File: config.mk
export PLATFORM = sky130hd
export DESIGN_NAME = rf_wport_arbiter
export DESIGN_NICKNAME = d
export VERILOG_FILES = /design/src/rtl/rf_wport_arbiter.sv
export SDC_FILE = /design/constraint.sdc
export NUM_CORES = 1
export LEC_CHECK = 0
export CORE_UTILIZATION = 45
export CTS_CLUSTER_DIAMETER = 120
export DETAILED_ROUTE_END_ITERATION = 8
export GPL_TIMING_DRIVEN = 0
export PLACE_DENSITY = 0.87
export SYNTH_ARGS = -nofsm -noshare
export SYNTH_HDL_FRONTEND = slang
export SYNTH_SLANG_ARGS = --single-unit
File: constraint.sdc
create_clock -name Clk -period 20.6 [get_ports Clk]
set_clock_uncertainty 0.2 [all_clocks]
set_input_delay 4.12 -clock Clk [delete_from_list [all_inputs] [get_ports Clk]]
set_output_delay 4.12 -clock Clk [all_outputs]
set_load 0.005 [all_outputs]
File: src/rtl/rf_wport_arbiter.sv
// Round-robin arbiter sharing the regfile write port among NREQ writeback sources, plus a RAW scoreboard.
// One accepted write per cycle, presented on registered We/Wr/D one cycle later; losers see req_ready=0 and hold.
module rf_wport_arbiter #(
   parameter int NREQ = 3,
   parameter int AW   = 5,
   parameter int DW   = 32
) (
   input  logic                 Clk,
   input  logic                 Clrn,
   input  logic [NREQ-1:0]      req_valid,
   input  logic [NREQ*AW-1:0]   req_wr,
   input  logic [NREQ*DW-1:0]   req_d,
   output logic [NREQ-1:0]      req_ready,
   input  logic                 resv_valid,
   input  logic [AW-1:0]        resv_wr,
   output logic                 We,
   output logic [AW-1:0]        Wr,
   output logic [DW-1:0]        D,
   output logic [2:0]           grant_id,
   output logic [2**AW-1:0]     busy
);

   logic [2:0]       last_q, last_d;
   logic             we_q, we_d;
   logic [AW-1:0]    wr_q, wr_d;
   logic [DW-1:0]    data_q, data_d;
   logic [2:0]       gid_q, gid_d;
   logic [2**AW-1:0] busy_q, busy_d;

   logic [2:0]       win;
   logic             xfer;
   logic [AW-1:0]    win_wr;
   logic [DW-1:0]    win_d;

   // Walk from the lowest priority slot up so the closest requester after last wins.
   always_comb begin
      win  = '0;
      xfer = 1'b0;
      for (int k = NREQ; k >= 1; k--) begin
         if (req_valid[(int'(last_q) + k) % NREQ]) begin
            win  = 3'((int'(last_q) + k) % NREQ);
            xfer = 1'b1;
         end
      end
      req_ready = NREQ'(xfer) << win;
      win_wr    = req_wr[int'(win)*AW +: AW];
      win_d     = req_d[int'(win)*DW +: DW];
   end

   always_comb begin
      last_d = last_q;
      we_d   = 1'b0;
      wr_d   = wr_q;
      data_d = data_q;
      gid_d  = gid_q;
      busy_d = busy_q;
      if (xfer) begin
         we_d   = (win_wr != '0);
         wr_d   = win_wr;
         data_d = win_d;
         gid_d  = win;
         last_d = win;
         if (win_wr != '0) busy_d[win_wr] = 1'b0;
      end
      // Applied after the clear so a same-cycle reservation of the same register wins.
      if (resv_valid && (resv_wr != '0)) busy_d[resv_wr] = 1'b1;
      busy_d[0] = 1'b0;
   end

   always_ff @(posedge Clk or negedge Clrn) begin
      if (!Clrn) begin
         last_q <= 3'(NREQ - 1);
         we_q   <= 1'b0;
         wr_q   <= '0;
         data_q <= '0;
         gid_q  <= '0;
         busy_q <= '0;
      end else begin
         last_q <= last_d;
         we_q   <= we_d;
         wr_q   <= wr_d;
         data_q <= data_d;
         gid_q  <= gid_d;
         busy_q <= busy_d;
      end
   end

   assign We       = we_q;
   assign Wr       = wr_q;
   assign D        = data_q;
   assign grant_id = gid_q;
   assign busy     = busy_q;

endmodule
==> results.json, run 1 <==
{
  "grt_overflow": 0,
  "rsz0062_at_grt": "no",
  "synth.area.top_cells": "dfrtp_1 35%, nand2_1 8.1%, a22o_1 6.7%",
  "synthesis.nets": 720,
  "cts.repair_timing.setup_buffer_count": 0,
  "fin_crit_ns": 12.47,
  "fin_tns_setup_ns": 0,
  "placedCellCount": 914,
  "drive_gt1_share_pct": 7.47,
  "ys_ff_latch": 73,
  "synthCells": 578,
  "grt.total_usage_pct": 30.3,
  "slew_viol_final": 0,
  "die_width_um": 109,
  "cp-end-kind": "output port",
  "yosys-mux-area-fraction_pct": 1.95,
  "place.gp.congestion": 0.952,
  "cts_resized": 0,
  "antenna_found_initial": 0,
  "diodes": 0,
  "synth_xor_area_share_pct": 0.853,
  "critPathMaxFanout": 10,
  "cts_hold_buf": 0,
  "min_path_type": "reg -> reg",
  "syn_area_per_cell_um2": 8.88,
  "final_cell_mix": "195 x clkdlybuf4s50_1, 111 x nand2_1, 72 x dfrtp_1",
  "fin_nets": 927,
  "syn_to_final_growth_pct": 47.5,
  "critical_path_class": "in -> out",
  "synth_top_family_by_area": "compound AO/OA/AOI/OAI gates",
  "period_share_pct": 60.5,
  "syn_area_um2": 5130,
  "cts_buffers": 9,
  "synthAdderAreaFrac_pct": 4.88,
  "grt_pass1_vias": 5558,
  "cts_tree": "built",
  "reg2reg_depth": 21,
  "cts_buffer_depth": 2,
  "yosys.area_share.simple_pct": 20.6,
  "ys.flop_type": "dfrtp_1",
  "hold_viol": 0,
  "routed_wl_um": 18100,
  "floorplan.io_pins": 198,
  "yosys.area.top_type": "dfrtp_1",
  "drt-wirelength-per-cell_um": 19.5,
  "drc_errors": 0,
  "clock-sinks": 73,
  "yosysTopAreaCellShare_pct": 35.1,
  "synth_warnings": 0,
  "clk_pin_slew_ns": 0.06,
  "die_y_um": 109,
  "synth-edff-count": 0,
  "final_common_cell": "clkdlybuf4s50_1",
  "grt_max_degree": 74,
  "initialDrtViolationCount": 443,
  "design_area_um2": 7570,
  "num_vias": 5634,
  "synth-seq-area-share_pct": 35.6,
  "dp_hpwl_um": 13700,
  "clkLatencyLatePin_ns": 0.33,
  "rows": 38,
  "finalNonFillerCells": 930,
  "crit_arrival_ns": 8.15,
  "antenna_left": 0,
  "io_buffers": 196,
  "place_area_um2": 7270,
  "yosysUniqueCellTypes": 89,
  "synth-compound-area-share_pct": 31.4,
  "slew_headroom_pct": 33.4,
  "tightest_slew_ns": 0.996,
  "synthArstFlopShare_pct": 100,
  "cts.htree.levels": 3,
  "start_util_pct": 46.7,
  "status": "completed",
  "setup_violations": 0,
  "die_area_um2": 11800,
  "vias_per_cell": 6.06,
  "first_pass_iters": 5,
  "fmax_mhz": 80.2,
  "cts_root_buf": "clkbuf_16",
  "grt_pass1_wl_um": 27800,
  "startpoint_type": "input pin",
  "hold_depth": 2,
  "drv_cap": 0,
  "cp.required_ns": 16.28,
  "core_area_um2": 11000
}
path summary, 6_finish.rpt:
check                                           start           endpoint  slack, ns
worst max-delay path                     req_valid[2]       req_ready[0]       8.13
worst max register to register  last_q[0]$_DFFE_PN0N_   D[5]$_DFFE_PN0N_      14.12
worst min register to register      Wr[4]$_DFFE_PN0N_  Wr[4]$_DFFE_PN0N_       0.28
max in group asynchronous                        Clrn  D[15]$_DFFE_PN0N_      15.88
worst min-delay path                Wr[4]$_DFFE_PN0N_  Wr[4]$_DFFE_PN0N_       0.28
min in group asynchronous                        Clrn  busy[7]$_DFF_PN0_       3.72
through the flow:
step                      util [%]  setup WS, ns  hold slack [ns]
final                         68.9          8.13            0.282
after global routing          68.9          7.90            0.315
after detailed placement      66.2          8.19            0.271
after floorplan                  -         10.11            0.271
after global placement        66.2          8.33            0.263
after CTS                     68.9          8.18            0.283
cells in the mapped netlist, types with 4 or more instances:
cell type	instances
xnor2_1	4
a21oi_1	15
o21a_1	4
nor2_1	39
nor3b_1	9
ha_1	20
o211ai_1	5
nand3_1	9
o21ai_0	22
clkbuf_1	18
nand2b_1	4
a211oi_1	7
o31ai_1	16
nand2_1	111
a211o_1	4
dfrtp_1	72
inv_1	19
buf_4	6
o2bb2ai_1	4
buf_2	4
buf_1	4
or3_1	5
a22o_1	39
nor3_1	8
a221o_1	14
mux2i_1	6
a31oi_1	23
logic make-up after synthesis:
family | Yosys count
AND/OR/NAND/NOR | 219
AO/OA/AOI/OAI | 198
flip-flops | 73
buffers and inverters | 53
adder cells (fa/ha/maj) | 20
multiplexers | 9
XOR/XNOR | 5
other | 1
worst max-delay path, stage by stage:
cell             delay (ns)
clkdlybuf4s50_1        0.59
mux2i_1                0.27
nor3_1                 0.08
o2111ai_1              0.35
and2_2                 0.30
nand3_2                0.23
o31a_1                 0.42
nor4_2                 0.69
clkbuf_1               0.48
clkdlybuf4s50_1        0.61
sequential cells by signal (all words and copies together), names as in the netlist:
| signal | flops |
|---|---|
| grant_id | 1 |
| We | 1 |
| busy | 31 |
| D | 32 |
| Wr | 5 |
| last_q | 3 |
layout make-up:
type | instances | area, um^2
buffer | 33 | 159
tap | 140 | 175
sequential | 73 | 1830
fill | 822 | 3410
inverter | 20 | 75.1
multi-input combinational | 452 | 3070
clock buffer | 10 | 239
clock inverter | 6 | 66.3
timing repair buffer | 196 | 1960
per-layer routing:
layer  vias up  GRT usage [%]  part of all wire, %
met2       302           53.0                   49
li1       2584              -                    -
met1      2714           36.7                   40
met3        34           6.58                  8.3
met5         -              0                    0
met4         0           10.8                  2.6
Power of run 1 is left out: the tool's default activity adds up to more than one toggle a clock period on the data nets, which glitch-free logic cannot reach.
==> inputs of run 2 (changes only) <==
--- a/config.mk
+++ b/config.mk
@@ -5,11 +5,11 @@
 export SDC_FILE = /design/constraint.sdc
 export NUM_CORES = 1
 export LEC_CHECK = 0
-export CORE_UTILIZATION = 45
+export CORE_UTILIZATION = 41
 export CTS_CLUSTER_DIAMETER = 120
 export DETAILED_ROUTE_END_ITERATION = 8
 export GPL_TIMING_DRIVEN = 0
-export PLACE_DENSITY = 0.87
+export PLACE_DENSITY = 0.84
 export SYNTH_ARGS = -nofsm -noshare
 export SYNTH_HDL_FRONTEND = slang
 export SYNTH_SLANG_ARGS = --single-unit
==> constraint.sdc (replaced) <==
create_clock -name Clk -period 11.39 [get_ports Clk]
set_clock_uncertainty 0.2 [all_clocks]
set_input_delay 2.278 -clock Clk [delete_from_list [all_inputs] [get_ports Clk]]
set_output_delay 2.278 -clock Clk [all_outputs]
set_load 0.005 [all_outputs]
==> results.json, run 2 (synthesized netlist as in run 1, its figures left out) <==
{
  "drc_errors": 0,
  "cp_common_cell": "ha_1",
  "crit_end": "req_ready[1]",
  "slew_viol_final": 0,
  "timing.critical_path.buf_inv": 6,
  "cpLargestDelayFamily": "buffers and inverters",
  "clkLatencyLatePin_ns": 0.33,
  "fin_crit_ns": 9.27,
  "io_buffers": 196,
  "clock-sinks": 73,
  "worstPathCellList": "buf_4 -> clkbuf_1 -> inv_1 -> ha_1 -> xor2_1 -> nor2_1 -> ha_1 -> ha_1 -> a21oi_1 -> a21o_1 -> nand2_1 -> ha_1 -> or3_4 -> mux2_4 -> or4_4 -> nor4b_4 -> a211oi_4 -> buf_4 -> nand2_1 -> nor2_2 -> buf_4 -> clkdlybuf4s50_1",
  "core_area_um2": 12100,
  "cts_root_buf": "clkbuf_16",
  "reg2reg_to": "D[10]$_DFFE_PN0N_",
  "routed_wl_um": 18300,
  "cts.repair_timing.setup_buffer_count": 0,
  "placedCellCount": 942,
  "grt.total_usage_pct": 28.2,
  "grt_max_degree": 74,
  "final_common_cell": "clkdlybuf4s50_1",
  "vias_per_cell": 5.92,
  "diodes": 0,
  "die_width_um": 114,
  "critPathMaxFanout": 10,
  "place.gp.congestion": 0.876,
  "setup_violations": 0,
  "finalNonFillerCells": 958,
  "critical_path_class": "reg -> out",
  "hold_viol": 0,
  "start_util_pct": 42.4,
  "largest_reg_flops": 32,
  "cts_tree": "built",
  "slowest_stage": "or4_4",
  "startpoint_type": "flop",
  "min_path_type": "reg -> reg",
  "grt_pass1_wl_um": 28700,
  "final_cell_mix": "195 x clkdlybuf4s50_1, 111 x nand2_1, 72 x dfrtp_1",
  "fmax_mhz": 108,
  "crit_start": "last_q[0]$_DFFE_PN0N_",
  "drive_gt1_share_pct": 7.34,
  "first_pass_iters": 5,
  "path_depth": 22,
  "fin_tns_setup_ns": 0,
  "dp_hpwl_um": 13900,
  "r2r_setup_slack_ns": 4.81,
  "tightest_slew_ns": 0.939,
  "cp-end-kind": "output port",
  "die_area_um2": 13000,
  "rows": 40,
  "antenna_left": 0,
  "reg2reg_depth": 21,
  "cts_resized": 0,
  "fin_nets": 927,
  "num_vias": 5676,
  "crit_arrival_ns": 6.80,
  "rr_startpoint": "last_q[0]$_DFFE_PN0N_",
  "rsz0062_at_grt": "no",
  "cts_hold_buf": 0,
  "cts.htree.levels": 3,
  "status": "completed",
  "hold_depth": 2,
  "drv_cap": 0,
  "cts_buffers": 9,
  "cp.required_ns": 8.91,
  "clk_pin_slew_ns": 0.06,
  "critical-path-max-stage-delay_ns": 0.57,
  "grt_pass1_vias": 5478,
  "grt_overflow": 0,
  "drt-wirelength-per-cell_um": 19.1,
  "initialDrtViolationCount": 382,
  "floorplan.io_pins": 198,
  "period_share_pct": 81.4,
  "die_y_um": 114,
  "syn_to_final_growth_pct": 49.4,
  "slew_headroom_pct": 37.1,
  "antenna_found_initial": 0,
  "nFillCells": 960,
  "cts_buffer_depth": 2
}
==> run 2: worst min path at each step <==
stage                                  from                       to
floorplan           grant_id[1]$_DFFE_PN0N_  grant_id[1]$_DFFE_PN0N_
global placement    grant_id[1]$_DFFE_PN0N_  grant_id[1]$_DFFE_PN0N_
detailed placement        Wr[0]$_DFFE_PN0N_        Wr[0]$_DFFE_PN0N_
CTS                       Wr[0]$_DFFE_PN0N_        Wr[0]$_DFFE_PN0N_
global route        grant_id[1]$_DFFE_PN0N_  grant_id[1]$_DFFE_PN0N_
finish              grant_id[1]$_DFFE_PN0N_  grant_id[1]$_DFFE_PN0N_
==> run 2: worst register-to-register path, delay by kind of cell (launching register included) <==
kind                       cells  cell delay (ns)
muxes                          1             0.35
and+or+nand+nor                7             2.12
adders and majority gates      4             0.91
AOI/OAI and AO/OA              3             0.77
buffers and inverters          5             1.31
DFF                            1             0.51
xor gates and xnor gates       1             0.28
==> run 2: stage by stage <==
step           setup WS [ns]  hold WS (ns)  area, um^2  util (%)
2_1_floorplan           3.91         0.271        5130         -
3_3_place_gp            2.71         0.265        7300      60.3
3_5_place_dp            2.54         0.271        7300      60.3
4_1_cts                 2.15         0.284        7670      63.3
5_1_grt                 1.67         0.324        7670      63.3
6_report                2.12         0.287        7670      63.3
==> run 2: metal layers <==
| metal | vias up | track usage (%) | share of wire, % |
|---|---|---|---|
| li1 | 2584 | - | - |
| met1 | 2797 | 34.9 | 40 |
| met2 | 263 | 48.6 | 50 |
| met3 | 32 | 5.53 | 7.3 |
| met4 | 0 | 10.6 | 2.5 |
| met5 | - | 0 | 0 |
==> run 2: cell type report <==
type | count | area, um^2 | share of cell area [%]
repair buffers | 196 | 1960 | 25.6
well taps | 168 | 210 | 2.74
inverters | 20 | 75.1 | 0.979
clock buffers | 10 | 229 | 2.99
flip-flops and latches | 73 | 1830 | 23.8
plain buffers | 33 | 159 | 2.07
clock inverters | 6 | 138 | 1.79
multi-input cells | 452 | 3070 | 40.0
Power of run 2 is left out for the same reason.
==> inputs of run 3 (changes only) <==
--- a/config.mk
+++ b/config.mk
@@ -5,11 +5,11 @@
 export SDC_FILE = /design/constraint.sdc
 export NUM_CORES = 1
 export LEC_CHECK = 0
-export CORE_UTILIZATION = 41
+export CORE_UTILIZATION = 45
 export CTS_CLUSTER_DIAMETER = 120
 export DETAILED_ROUTE_END_ITERATION = 8
 export GPL_TIMING_DRIVEN = 0
-export PLACE_DENSITY = 0.84
+export PLACE_DENSITY = 0.87
 export SYNTH_ARGS = -nofsm -noshare
 export SYNTH_HDL_FRONTEND = slang
 export SYNTH_SLANG_ARGS = --single-unit
==> constraint.sdc (replaced) <==
create_clock -name Clk -period 8.82 [get_ports Clk]
set_clock_uncertainty 0.2 [all_clocks]
set_input_delay 1.764 -clock Clk [delete_from_list [all_inputs] [get_ports Clk]]
set_output_delay 1.764 -clock Clk [all_outputs]
set_load 0.005 [all_outputs]
==> results.json, run 3 (synthesized netlist as in run 1, its figures left out) <==
{
  "min_path_type": "reg -> reg",
  "cts.repair_timing.setup_buffer_count": 0,
  "cts_buffers": 9,
  "grt_max_degree": 74,
  "drive_gt1_share_pct": 7.48,
  "cts_root_buf": "clkbuf_16",
  "cts_resized": 0,
  "fmax_mhz": 120,
  "grt_overflow": 0,
  "holdWs_ns": 0.282,
  "fin_nets": 926,
  "fin_crit_ns": 8.34,
  "syn_to_final_growth_pct": 47.6,
  "core_area_um2": 11000,
  "die_area_um2": 11800,
  "cts_hold_buf": 0,
  "start_util_pct": 46.7,
  "place_area_um2": 7270,
  "design_area_um2": 7580,
  "grt_pass1_vias": 5558,
  "r2r_setup_slack_ns": 2.70,
  "io_buffers": 196,
  "cts.htree.levels": 3,
  "clk_pin_slew_ns": 0.06,
  "grt_pass1_wl_um": 27800,
  "largest_reg_flops": 32,
  "drt-wirelength-per-cell_um": 19.5,
  "tightest_slew_ns": 0.998,
  "dp_hpwl_um": 13700,
  "slew_headroom_pct": 33.3,
  "hold_viol": 0,
  "reg2reg_depth": 20,
  "die_y_um": 109,
  "vias_per_cell": 6.00,
  "final_cell_mix": "195 x clkdlybuf4s50_1, 111 x nand2_1, 72 x dfrtp_1",
  "clock-sinks": 73,
  "place_ws_ns": 0.560,
  "routed_wl_um": 18100,
  "cp-end-kind": "output port",
  "critical_path_class": "reg -> out",
  "setup_violations": 0,
  "floorplan.io_pins": 198,
  "final_common_cell": "clkdlybuf4s50_1",
  "diodes": 0,
  "num_vias": 5577,
  "crit_arrival_ns": 6.37,
  "critPathMaxFanout": 19,
  "drv_cap": 0,
  "nFillCells": 822,
  "cp.required_ns": 6.86,
  "cts_buffer_depth": 2,
  "startpoint_type": "flop",
  "hold_depth": 2,
  "worst_slack_ns": 0.484,
  "status": "completed",
  "drc_errors": 0,
  "slew_viol_final": 0,
  "first_pass_iters": 5,
  "period_share_pct": 94.5,
  "clkLatencyLatePin_ns": 0.33,
  "antenna_left": 0,
  "initialDrtViolationCount": 473,
  "rsz0062_at_grt": "no",
  "grt.total_usage_pct": 30.3,
  "antenna_found_initial": 0,
  "fin_tns_setup_ns": 0,
  "cts_tree": "built",
  "rows": 38,
  "die_width_um": 109,
  "place.gp.congestion": 0.952
}
[run 3: path summary, 6_finish.rpt]
kind | endpoint | start
min in group asynchronous | busy[6]$_DFF_PN0_ | Clrn
min reg2reg | Wr[4]$_DFFE_PN0N_ | Wr[4]$_DFFE_PN0N_
max reg2reg | D[5]$_DFFE_PN0N_ | last_q[0]$_DFFE_PN0N_
max | req_ready[1] | last_q[0]$_DFFE_PN0N_
max in group asynchronous | D[15]$_DFFE_PN0N_ | Clrn
min | Wr[4]$_DFFE_PN0N_ | Wr[4]$_DFFE_PN0N_
[run 3: per-layer routing]
metal | track usage [%] | share of wire, % | vias up
li1 | - | - | 2584
met1 | 36.7 | 40 | 2678
met2 | 53.0 | 49 | 283
met3 | 6.58 | 8.2 | 32
met4 | 10.8 | 2.7 | 0
met5 | 0 | 0 | -
[run 3: through the flow]
step / cells / util (%)
2_1_floorplan: 578 / -
3_3_place_gp: 914 / 66.2
3_5_place_dp: 914 / 66.2
4_1_cts: 930 / 68.9
5_1_grt: 929 / 69.0
6_report: 929 / 69.0
[run 3: critical path, cell delays in order, from the launching register on]
cell and delay (ns):
dfrtp_1 0.50, buf_4 0.29, inv_1 0.09, ha_1 0.24
xor2_1 0.26, nor2_1 0.10, ha_1 0.22, ha_1 0.22
a21oi_1 0.29, a21o_1 0.20, nand2_1 0.08, ha_1 0.22
or3_4 0.43, mux2_4 0.36, or4_4 0.57, nor4b_4 0.16
a211oi_4 0.36, buf_4 0.26, nand2_1 0.13, nor2_2 0.29
buf_4 0.24, clkdlybuf4s50_1 0.52
[run 3: area by class of cell]
| type | count | area [um^2] | area share, % |
|---|---|---|---|
| Timing Repair Buffer | 196 | 1960 | 25.9 |
| Sequential cell | 73 | 1830 | 24.1 |
| Clock inverter | 6 | 66.3 | 0.875 |
| Clock buffer | 10 | 239 | 3.15 |
| Multi-Input combinational cell | 452 | 3080 | 40.6 |
| Buffer | 32 | 155 | 2.05 |
| Tap cell | 140 | 175 | 2.31 |
| Inverter | 20 | 75.1 | 0.991 |
Power of run 3 is left out for the same reason.
